<file path="config.mk">
export PLATFORM = sky130hd
export DESIGN_NAME = uart_tx_arbiter_flat
export DESIGN_NICKNAME = d
export VERILOG_FILES = /design/src/rtl/uart_pkg.sv /design/src/rtl/uart_tx_arbiter_if.sv /design/src/rtl/uart_tx_arbiter_rr_pick.sv /design/src/rtl/uart_tx_arbiter.sv /design/src/flat_wrapper.sv
export SDC_FILE = /design/constraint.sdc
export NUM_CORES = 1
export LEC_CHECK = 0
export BUFFER_PORTS_ARGS = -buffer_cell sky130_fd_sc_hd__buf_2
export CAP_MARGIN = 10
export CORE_ASPECT_RATIO = 0.5
export CORE_MARGIN = 4
export CORE_UTILIZATION = 45
export CTS_CLUSTER_SIZE = 16
export DETAILED_ROUTE_END_ITERATION = 10
export PLACE_DENSITY = 0.79
export SETUP_SLACK_MARGIN = 0.4
export SYNTH_ARGS = -nofsm -noshare
export SYNTH_HDL_FRONTEND = slang
export SYNTH_SLANG_ARGS = --single-unit
</file>
<file path="constraint.sdc">
create_clock -name clk -period 2.5 [get_ports clk]
set_clock_uncertainty 0.1 [all_clocks]
set_input_delay 0 -clock clk [delete_from_list [all_inputs] [get_ports clk]]
set_output_delay 0 -clock clk [all_outputs]
set_load 0.02 [all_outputs]
</file>
<file path="src/rtl/uart_pkg.sv">
// Shared UART constants, arbiter state encoding and defaults for the tx arbiter slice.
package uart_pkg;

  localparam int CLK_HZ_50M  = 50_000_000;
  localparam int CLK_HZ_12M  = 12_000_000;
  localparam int BAUD_9600   = 9600;
  localparam int BAUD_115200 = 115200;

  // Clock cycles per bit for each supported clock/baud pairing.
  localparam int BPS_50M_9600   = CLK_HZ_50M / BAUD_9600;
  localparam int BPS_50M_115200 = CLK_HZ_50M / BAUD_115200;
  localparam int BPS_12M_9600   = CLK_HZ_12M / BAUD_9600;
  localparam int BPS_12M_115200 = CLK_HZ_12M / BAUD_115200;

  localparam int DATA_W_DEF      = 8;
  localparam int TIMEOUT_CYC_DEF = 4096;

  typedef enum logic [1:0] {
    ST_IDLE = 2'd0,
    ST_SEND = 2'd1,
    ST_DONE = 2'd2
  } arb_state_t;

  function automatic int rr_next(input int idx, input int n);
    return (idx + 1 >= n) ? 0 : idx + 1;
  endfunction

endpackage

</file>
<file path="src/rtl/uart_tx_arbiter_if.sv">
// Bundle between client requesters, the arbiter and the byte transmitter.
interface uart_tx_arbiter_if
  import uart_pkg::*;
#(
  parameter int NUM_REQ = 4,
  parameter int DATA_W  = 8
);
  localparam int IDX_W = (NUM_REQ > 1) ? $clog2(NUM_REQ) : 1;

  // Client side: req[k] is a level held with req_data stable until ack[k]
  // pulses for one cycle. Transmitter side: tx_en_sig/tx_data stay steady
  // until a single-cycle tx_done; tx_en_sig then drops for >= 2 cycles.
  logic [NUM_REQ-1:0]        req;
  logic [NUM_REQ*DATA_W-1:0] req_data;
  logic [NUM_REQ-1:0]        ack;
  logic                      tx_en_sig;
  logic [DATA_W-1:0]         tx_data;
  logic                      tx_done;
  logic                      busy;
  logic [IDX_W-1:0]          grant_id;
  logic                      timeout_err;
  arb_state_t                dbg_state;
  logic [IDX_W-1:0]          dbg_ptr;

  modport master (
    input  req, req_data, tx_done,
    output ack, tx_en_sig, tx_data, busy, grant_id, timeout_err, dbg_state, dbg_ptr
  );

  modport slave (
    output req, req_data, tx_done,
    input  ack, tx_en_sig, tx_data, busy, grant_id, timeout_err, dbg_state, dbg_ptr
  );

endinterface

</file>
<file path="src/rtl/uart_tx_arbiter_rr_pick.sv">
// Combinational rotate-priority picker: first set req bit at or after ptr, wrapping.
module rr_pick
  import uart_pkg::*;
#(
  parameter int NUM_REQ = 4,
  parameter int IDX_W   = 2
) (
  input  logic [NUM_REQ-1:0] req,
  input  logic [IDX_W-1:0]   ptr,
  output logic               valid,
  output logic [IDX_W-1:0]   idx
);

  logic [2*NUM_REQ-1:0] dbl;
  logic [NUM_REQ-1:0]   rot;

  always_comb begin
    dbl   = {req, req};
    rot   = NUM_REQ'(dbl >> ptr);
    valid = |rot;
    idx   = '0;
    // Descending scan so the smallest offset from ptr wins.
    for (int k = NUM_REQ - 1; k >= 0; k--) begin
      if (rot[k]) idx = IDX_W'((int'(ptr) + k) % NUM_REQ);
    end
  end

endmodule

</file>
<file path="src/rtl/uart_tx_arbiter.sv">
// Round-robin arbiter sharing one UART byte transmitter among NUM_REQ clients.
// Optional SEND watchdog is enabled by defining UART_TX_ARB_TIMEOUT_EN.
module uart_tx_arbiter
  import uart_pkg::*;
#(
  parameter int NUM_REQ     = 4,
  parameter int DATA_W      = DATA_W_DEF,
  parameter int TIMEOUT_CYC = TIMEOUT_CYC_DEF
) (
  input logic               clk,
  input logic               rst_n,
  uart_tx_arbiter_if.master bus
);

  localparam int IDX_W = (NUM_REQ > 1) ? $clog2(NUM_REQ) : 1;

  if (NUM_REQ < 1 || TIMEOUT_CYC < 2) begin : g_bad_cfg
    $error("uart_tx_arbiter: NUM_REQ must be >= 1 and TIMEOUT_CYC >= 2");
  end

  arb_state_t        state;
  logic [IDX_W-1:0]  ptr;
  logic              pick_valid;
  logic [IDX_W-1:0]  pick_idx;
  logic [DATA_W-1:0] pick_byte;
  logic [IDX_W-1:0]  ptr_after;

  rr_pick #(
    .NUM_REQ(NUM_REQ),
    .IDX_W  (IDX_W)
  ) u_pick (
    .req  (bus.req),
    .ptr  (ptr),
    .valid(pick_valid),
    .idx  (pick_idx)
  );

  assign pick_byte = bus.req_data[int'(pick_idx)*DATA_W +: DATA_W];
  // Whatever ends a byte (done or watchdog), the granted client moves to the back.
  assign ptr_after = IDX_W'(rr_next(int'(bus.grant_id), NUM_REQ));

  assign bus.dbg_state = state;
  assign bus.dbg_ptr   = ptr;

`ifdef UART_TX_ARB_TIMEOUT_EN
  logic [15:0] wd;
  logic        wd_expired;
  assign wd_expired = (wd == 16'(TIMEOUT_CYC - 1));
`else
  assign bus.timeout_err = 1'b0;
`endif

  always_ff @(posedge clk or negedge rst_n) begin
    if (!rst_n) begin
      state         <= ST_IDLE;
      ptr           <= '0;
      bus.tx_en_sig <= 1'b0;
      bus.tx_data   <= '0;
      bus.ack       <= '0;
      bus.busy      <= 1'b0;
      bus.grant_id  <= '0;
`ifdef UART_TX_ARB_TIMEOUT_EN
      wd              <= '0;
      bus.timeout_err <= 1'b0;
`endif
    end else begin
      bus.ack <= '0;
`ifdef UART_TX_ARB_TIMEOUT_EN
      bus.timeout_err <= 1'b0;
`endif
      unique case (state)
        ST_IDLE: begin
          if (pick_valid) begin
            state         <= ST_SEND;
            bus.tx_en_sig <= 1'b1;
            bus.tx_data   <= pick_byte;
            bus.grant_id  <= pick_idx;
            bus.busy      <= 1'b1;
`ifdef UART_TX_ARB_TIMEOUT_EN
            wd <= '0;
`endif
          end
        end
        ST_SEND: begin
          // tx_done wins over a simultaneous watchdog expiry.
          if (bus.tx_done) begin
            state         <= ST_DONE;
            bus.tx_en_sig <= 1'b0;
            bus.ack       <= NUM_REQ'(1) << bus.grant_id;
            ptr           <= ptr_after;
          end
`ifdef UART_TX_ARB_TIMEOUT_EN
          else if (wd_expired) begin
            state           <= ST_DONE;
            bus.tx_en_sig   <= 1'b0;
            bus.timeout_err <= 1'b1;
            ptr             <= ptr_after;
          end else begin
            wd <= wd + 16'd1;
          end
`endif
        end
        ST_DONE: begin
          state    <= ST_IDLE;
          bus.busy <= 1'b0;
        end
        default: begin
          state         <= ST_IDLE;
          bus.tx_en_sig <= 1'b0;
          bus.busy      <= 1'b0;
        end
      endcase
    end
  end

endmodule

</file>
<file path="src/flat_wrapper.sv">
// flat-port wrapper written by rule: the top's interface ports become plain ports
module uart_tx_arbiter_flat import uart_pkg::*;
#(
  parameter int NUM_REQ     = 4,
  parameter int DATA_W      = DATA_W_DEF,
  parameter int TIMEOUT_CYC = TIMEOUT_CYC_DEF
)
  (clk, rst_n, bus_req, bus_req_data, bus_tx_done, bus_ack, bus_tx_en_sig, bus_tx_data, bus_busy, bus_grant_id, bus_timeout_err, bus_dbg_state, bus_dbg_ptr);
  uart_tx_arbiter_if #(.NUM_REQ(NUM_REQ), .DATA_W(DATA_W)) bus_i ();
  input logic clk;
  input logic rst_n;
  input wire logic [$bits(bus_i.req)-1:0] bus_req;
  input wire logic [$bits(bus_i.req_data)-1:0] bus_req_data;
  input wire logic [$bits(bus_i.tx_done)-1:0] bus_tx_done;
  output wire logic [$bits(bus_i.ack)-1:0] bus_ack;
  output wire logic [$bits(bus_i.tx_en_sig)-1:0] bus_tx_en_sig;
  output wire logic [$bits(bus_i.tx_data)-1:0] bus_tx_data;
  output wire logic [$bits(bus_i.busy)-1:0] bus_busy;
  output wire logic [$bits(bus_i.grant_id)-1:0] bus_grant_id;
  output wire logic [$bits(bus_i.timeout_err)-1:0] bus_timeout_err;
  output wire logic [$bits(bus_i.dbg_state)-1:0] bus_dbg_state;
  output wire logic [$bits(bus_i.dbg_ptr)-1:0] bus_dbg_ptr;
  assign bus_i.req = bus_req;
  assign bus_i.req_data = bus_req_data;
  assign bus_i.tx_done = bus_tx_done;
  assign bus_ack = bus_i.ack;
  assign bus_tx_en_sig = bus_i.tx_en_sig;
  assign bus_tx_data = bus_i.tx_data;
  assign bus_busy = bus_i.busy;
  assign bus_grant_id = bus_i.grant_id;
  assign bus_timeout_err = bus_i.timeout_err;
  assign bus_dbg_state = bus_i.dbg_state;
  assign bus_dbg_ptr = bus_i.dbg_ptr;
  uart_tx_arbiter #(.NUM_REQ(NUM_REQ), .DATA_W(DATA_W), .TIMEOUT_CYC(TIMEOUT_CYC)) u_core (.clk(clk), .rst_n(rst_n), .bus(bus_i));
endmodule
</file>
==> impl_metrics.py, run 1 <==
metrics = {
    "synth": {
        "synth-edff-count": 0,
        "synthTopCellsByArea": "dfrtp_1 (42%), a211oi_2 (8.4%), mux2i_1 (7.6%)",
        "synth_seq_area_share_pct": 42.02,
        "synth_top_area_share_pct": 42.02,
        "synthCells": 110,
        "synth_top_cell_by_area": "dfrtp_1",
        "ys_ff_latch": 20,
        "ys_top_cells_by_count": "dfrtp_1 (20), nor2_1 (12), a211oi_1 (9), mux2i_1 (9)",
        "syn_area_sq_um": 1191,
        "async_reset_ff_share_pct": 100.0,
        "yosysUniqueCellTypes": 31,
        "syn_avg_cell_area_sq_um": 10.83,
        "ys.flop_type": "dfrtp_1",
        "yosysWarnings": 0,
        "yosysMostFrequentCell": "dfrtp_1",
        "syn_nets": 153,
    },
    "routing": {
        "drc": 0,
        "detail_route.wirelength_um": 3031,
        "initialDrtViolationCount": 29,
        "vias": 1063,
        "wl_per_cell_um": 13.97,
        "routed_via_density": 4.899,
        "ant_nets": 0,
        "drt-pass1-iter-count": 4,
    },
    "finish": {
        "nets": 226,
        "stdcell_count": 217,
        "area_growth_pct": 42.65,
        "final_layout_size_suffix_gt1_share_pct": 41.76,
        "num-fill-cells": 186,
        "n_antenna_cell": 0,
        "ff_latch_area_sq_um": 500.5,
        "multi_input_area_sq_um": 606.8,
    },
    "floorplanning": {
        "core-area_sq_um": 2357,
        "die_area_sq_um": 3584,
        "die_h_um": 44.38,
        "rows": 12,
        "ios": 60,
        "start_util_pct": 50.53,
        "die_x_um": 80.76,
    },
    "worst_setup_path": {
        "r2r-start": "u_core.bus.dbg_ptr[1]",
        "critPathKind": "flop to flop",
        "cp_max_fo": 9,
        "startpoint_type": "flop",
        "crit_required_ns": 2.57,
        "slowest_stage": "dfrtp_1",
        "worst_setup_path_end_kind": "flop",
        "path_buf_inv": 0,
        "cp.arrival_ns": 2.00,
        "path_cells": "a21oi_1 > o21a_1 > o221ai_2 > a211oi_2 > a211oi_1",
        "critPathTopFamily": "compound AO/OA/AOI/OAI gates",
        "crit_path_start": "u_core.bus.dbg_ptr[1]",
        "critical-path-max-stage-delay_ns": 0.53,
    },
    "placed_design": {
        "gp_congestion": 0.7381,
        "dp.cells": 197,
        "dp_hpwl_um": 2081,
        "portBuffers": 58,
    },
    "sta": {
        "relSlewSlack_pct": 55.87,
        "maxSlewViolCount": 0,
        "finalHoldViolations": 0,
        "max_freq_mhz": 517.8,
        "worst_pin_slew_ns": 0.6619,
        "rsz0062_at_grt": "false",
        "post-route-period-util_pct": 77.25,
        "setup_violations": 0,
        "fin_tns_setup_ns": 0,
        "period_minus_slack_ns": 1.931,
    },
    "status": {
        "run_status": "complete, no violations",
    },
    "min_path": {
        "holdCritPathClass": "input pin to flop",
        "worstHoldStart": "bus_req_data[29]",
    },
    "global_routing": {
        "antenna_found_initial": 0,
        "grt_pass1_wl_um": 4698,
        "grt_pass1_vias": 1040,
        "grt-ovfl-total": 0,
        "grt_start_max_net_pins": 21,
        "grt_usage_pct": 17.31,
    },
    "clocking": {
        "cts-resized-gates": 0,
        "cts-root-buf": "clkbuf_8",
        "cts_buffers": 3,
        "clkTransAtPathRegs_ns": 0.07,
        "clock-sinks": 20,
        "cts.htree.levels": 1,
        "clk_latency_ns": 0.26,
        "cts_setup_buffers": 0,
        "tritoncts": "done",
        "clockBufferDepth": 2,
    },
    "power": {
        "powerDensity_nw_per_um2": 959.0,
        "ir_drop_uv": 574.5,
        "power.total_mw": 1.629,
        "power_leakage_nw": 0.8159,
    },
    "flow_run": {
        "cap_violations": 0,
    },
}
==> area by class of cell <==
type,instances,share of cell area (%)
repair buffers,75,26.95
clock buffers,3,2.430
inverters,5,1.105
clock inverters,1,1.767
flip-flops and latches,20,29.46
multi-input cells,78,35.71
well taps,35,2.577
==> per-layer routing <==
layer	track usage, %	share of wire (%)
met3	4.675	7.0
met1	21.09	44
met5	0	0
met4	6.061	1.9
met2	30.10	47
==> worst paths after layout <==
check,cells after the start,slack (ns),to
setup / recovery,5,0.57,u_core.bus.tx_data[2]
hold / removal,3,0.007,u_core.bus.tx_data[5]
setup reg to reg,5,0.57,u_core.bus.tx_data[2]
hold reg to reg,2,0.41,u_core.bus.tx_en_sig
max in group asynchronous,2,1.84,u_core.bus.tx_data[4]
min in group asynchronous,2,0.15,u_core.bus.grant_id[0]
==> stage by stage <==
stage          setup WS [ns]  instance area (sq um)  hold slack (ns)  util [%]
2_1_floorplan         0.6227                   1191          -0.3956         -
3_3_place_gp          0.6867                   1468          -0.1381     62.26
3_5_place_dp          0.5962                   1468          -0.1262     62.26
4_1_cts               0.5744                   1689        0.0002993     71.66
5_1_grt               0.4112                   1699          0.01058     72.08
6_report              0.5687                   1699         0.007102     72.08
==> power by group <==
group / internal, mW / leakage (nW) / switching (mW)
combinational: 0.300 / 0.541 / 0.466
sequential: 0.444 / 0.239 / 0.0975
clock: 0.214 / 0.0357 / 0.107
==> cell families (layout without fill, tap and decap cells) <==
logic type	Yosys count	after routing	synth area share [%]
AND/OR/NAND/NOR	26	26	10.40
adder cells (fa/ha/maj)	4	4	4.202
AO/OA/AOI/OAI	37	37	27.52
flip-flops	20	20	42.02
buffers and inverters	12	84	7.038
other	1	1	0.3148
multiplexers	10	10	8.509
==> sequential cells by signal (all words and copies together) (netlist names) <==
name                  count
u_core.bus.dbg_ptr        2
u_core.bus.tx_data        8
u_core.bus.dbg_state      2
u_core.bus.grant_id       2
u_core.bus.busy           1
u_core.bus.tx_en_sig      1
u_core.bus.ack            4
==> worst reg2reg max path, stage by stage (launching register included) <==
cell and delay (ns):
dfrtp_1 0.53, a21oi_1 0.12, o21a_1 0.20, o221ai_2 0.53, a211oi_2 0.12, a211oi_1 0.24
==> layout by cell type (no fill, tap or decap) <==
master | netlist | routed
buf_2 | 0 | 58
dfrtp_1 | 20 | 20
dlygate4sd3_1 | 0 | 16
nor2_1 | 12 | 12
mux2i_1 | 9 | 9
a211oi_1 | 9 | 9
a21boi_0 | 8 | 8
a211oi_2 | 8 | 8
inv_1 | 5 | 5
and2_1 | 5 | 5
nand2_1 | 4 | 4
o21ai_0 | 4 | 4
ha_1 | 4 | 4
clkbuf_8 | 0 | 3
a21oi_1 | 2 | 2
and3_1 | 1 | 1
nor4_1 | 1 | 1
nor3_1 | 1 | 1
o21a_1 | 1 | 1
o22ai_1 | 1 | 1
a21boi_2 | 1 | 1
o32a_4 | 1 | 1
and2_4 | 1 | 1
o221ai_2 | 1 | 1
mux2_2 | 1 | 1
a21o_1 | 1 | 1
nor2b_1 | 1 | 1
conb_1 | 1 | 1
bufinv_16 | 0 | 1
buf_4 | 1 | 1
==> repair_timing <==
action,4_1_cts,5_1_grt
setup endpoints to repair,0,0
endpoints found under the hold margin,28,1
hold buffers,15,1
Power figures use the tool's default switching activity.
==> run 2, diff against run 1 <==
- CORE_UTILIZATION: 45 -> 40
- PLACE_DENSITY: 0.79 -> 0.74
- clock period: 2.5 -> 1.7 ns (I/O delays scaled with it)
==> impl_metrics.py, run 2 (synthesis results as in run 1) <==
metrics = {
    "worst_setup_path": {
        "cp.arrival_ns": 1.76,
        "cp_max_fo": 8,
        "crit_required_ns": 1.76,
        "startpoint_type": "flop",
        "worst_setup_path_end_kind": "flop",
        "critPathKind": "flop to flop",
    },
    "sta": {
        "maxSlewViolCount": 0,
        "period_minus_slack_ns": 1.704,
        "finalWorstSetupSlack_ns": -0.004489,
        "holdWs_ns": -0.009302,
        "setup_violations": 1,
        "rsz0062_at_grt": "true",
        "finalHoldViolations": 2,
        "post-route-period-util_pct": 100.3,
        "max_freq_mhz": 586.7,
    },
    "global_routing": {
        "grt_pass1_wl_um": 5685,
        "grt_start_max_net_pins": 21,
        "grt-ovfl-total": 0,
        "antenna_found_initial": 0,
        "grt_usage_pct": 18.72,
        "grt_pass1_vias": 1234,
    },
    "status": {
        "violations": "hold timing, setup timing",
        "run_status": "complete, but fails checks",
    },
    "power": {
        "p_switching_mw": 1.134,
        "sw_frac_of_total_pct": 41.65,
        "ir_drop_uv": 626.0,
        "p_seq_share_pct": 30.4,
        "p_int_mw": 1.588,
        "clkPwrFrac_pct": 17.9,
        "power_leakage_nw": 0.8826,
        "comb_power_share_pct": 51.7,
        "powerDensity_nw_per_um2": 1463,
    },
    "placed_design": {
        "portBuffers": 58,
        "pre_cts_ws_ns": -0.07255,
        "dp_hpwl_um": 2260,
        "gp_congestion": 0.7456,
    },
    "floorplanning": {
        "core-area_sq_um": 2716,
        "rows": 13,
        "start_util_pct": 43.85,
        "die_h_um": 46.59,
        "die_area_sq_um": 3968,
        "ios": 60,
        "die_x_um": 85.18,
    },
    "finish": {
        "final_cell_mix": "buf_2 (58), dlygate4sd3_1 (17), dfrtp_1 (15), nor2_1 (12)",
        "final_layout_size_suffix_gt1_share_pct": 51.79,
        "nets": 239,
        "num-fill-cells": 187,
        "largest_reg_flops": 8,
        "finalCoreUtilization_pct": 68.49,
        "n_antenna_cell": 0,
        "final_common_cell": "buf_2",
        "largest_register": "u_core.bus.tx_data",
        "reg_top3": "u_core.bus.tx_data: 8 flops, u_core.bus.ack: 4 flops",
        "area_growth_pct": 56.20,
    },
    "clocking": {
        "cts-root-buf": "clkbuf_8",
        "clk_latency_ns": 0.26,
        "cts.htree.levels": 1,
        "clock-sinks": 20,
        "cts_buffers": 3,
        "clkTransAtPathRegs_ns": 0.08,
        "clockBufferDepth": 2,
        "tritoncts": "done",
    },
    "routing": {
        "ant_nets": 0,
        "wl_per_cell_um": 16.37,
        "initialDrtViolationCount": 68,
        "vias": 1205,
        "drc": 0,
        "routed_via_density": 5.194,
        "drt-pass1-iter-count": 4,
        "detail_route.wirelength_um": 3798,
    },
    "min_path": {
        "holdCritPathClass": "input pin to flop",
    },
    "flow_run": {
        "cap_violations": 0,
    },
}
run 2: cell count changes in the layout (fill, tap and decap cells not counted), moves of 2 or more:
cell / before / now
a21boi_0: 8 / 1
a21boi_1: 0 / 7
buf_4: 1 / 8
dfrtp_1: 20 / 15
dfrtp_2: 0 / 5
and2_4: 1 / 4
inv_1: 5 / 2
inv_2: 0 / 3
o21ai_0: 4 / 2
o21ai_1: 0 / 2
run 2: metal layers:
layer	share of wire (%)	vias to the layer above	GRT usage [%]
li1	-	568	-
met1	41	584	20.97
met2	51	45	35.49
met5	0	-	0
met3	6.5	8	4.821
met4	1.7	0	6.940
run 2: per-stage QoR:
| step | power [mW] | instance area, sq um | cells | TNS, ns | hold slack, ns |
|---|---|---|---|---|---|
| final | 2.722 | 1861 | 232 | -0.004489 | -0.009302 |
| after global routing | 2.872 | 1861 | 232 | -0.2820 | 0.01571 |
| after CTS | 2.587 | 1808 | 229 | 0 | 0.003571 |
| after detailed placement | 1.961 | 1523 | 203 | -0.3894 | -0.1320 |
| after global placement | 1.924 | 1523 | 203 | 0 | -0.1300 |
| after floorplan | 1.647 | 1204 | 110 | -1.157 | -0.3956 |
run 2: path summary, 6_finish.rpt:
check,cells after the start,from,slack [ns],endpoint
max reg2reg,5,u_core.bus.dbg_ptr[1],-0.004,u_core.bus.tx_data[3]
max,5,u_core.bus.dbg_ptr[1],-0.004,u_core.bus.tx_data[3]
min in group asynchronous,2,rst_n,0.12,u_core.bus.tx_data[2]
min reg2reg,1,u_core.bus.busy,0.40,u_core.bus.busy
max in group asynchronous,2,rst_n,1.03,u_core.bus.dbg_state[0]
min,3,bus_req_data[1],-0.009,u_core.bus.tx_data[1]
run 2: power by group through the flow:
stage               clock (mW)  combinational (mW)  sequential [mW]
finish                   0.486                1.41            0.829
detailed placement           0                1.14            0.819
global placement             0                1.12            0.804
global route             0.509                1.51            0.857
floorplan                    0               0.639             1.01
CTS                      0.492                1.29            0.810
run 2: area by class of cell:
type                       instances  area [sq um]  area share, %
multi-input combinational         81         665.6          35.78
inverter                           5         18.77          1.009
sequential                        20         506.7          27.24
timing repair buffer              85         551.8          29.66
clock inverter                     1         30.03          1.614
clock buffer                       3         41.29          2.219
tap                               37         46.29          2.488
run 2: repair_timing:
item	in CTS	in global routing
endpoints found under the hold margin	29	1
setup buffers	3	2
pin swaps	7	11
hold buffers	16	1
cloned	3	0
resized for setup	7	12
setup endpoints to repair	10	11
run 2: worst max-delay path: stages (launching register included):
cell      delay (ns)
dfrtp_2         0.48
buf_6           0.14
o32a_4          0.34
and2_4          0.21
a211oi_2        0.25
a211oi_1        0.07
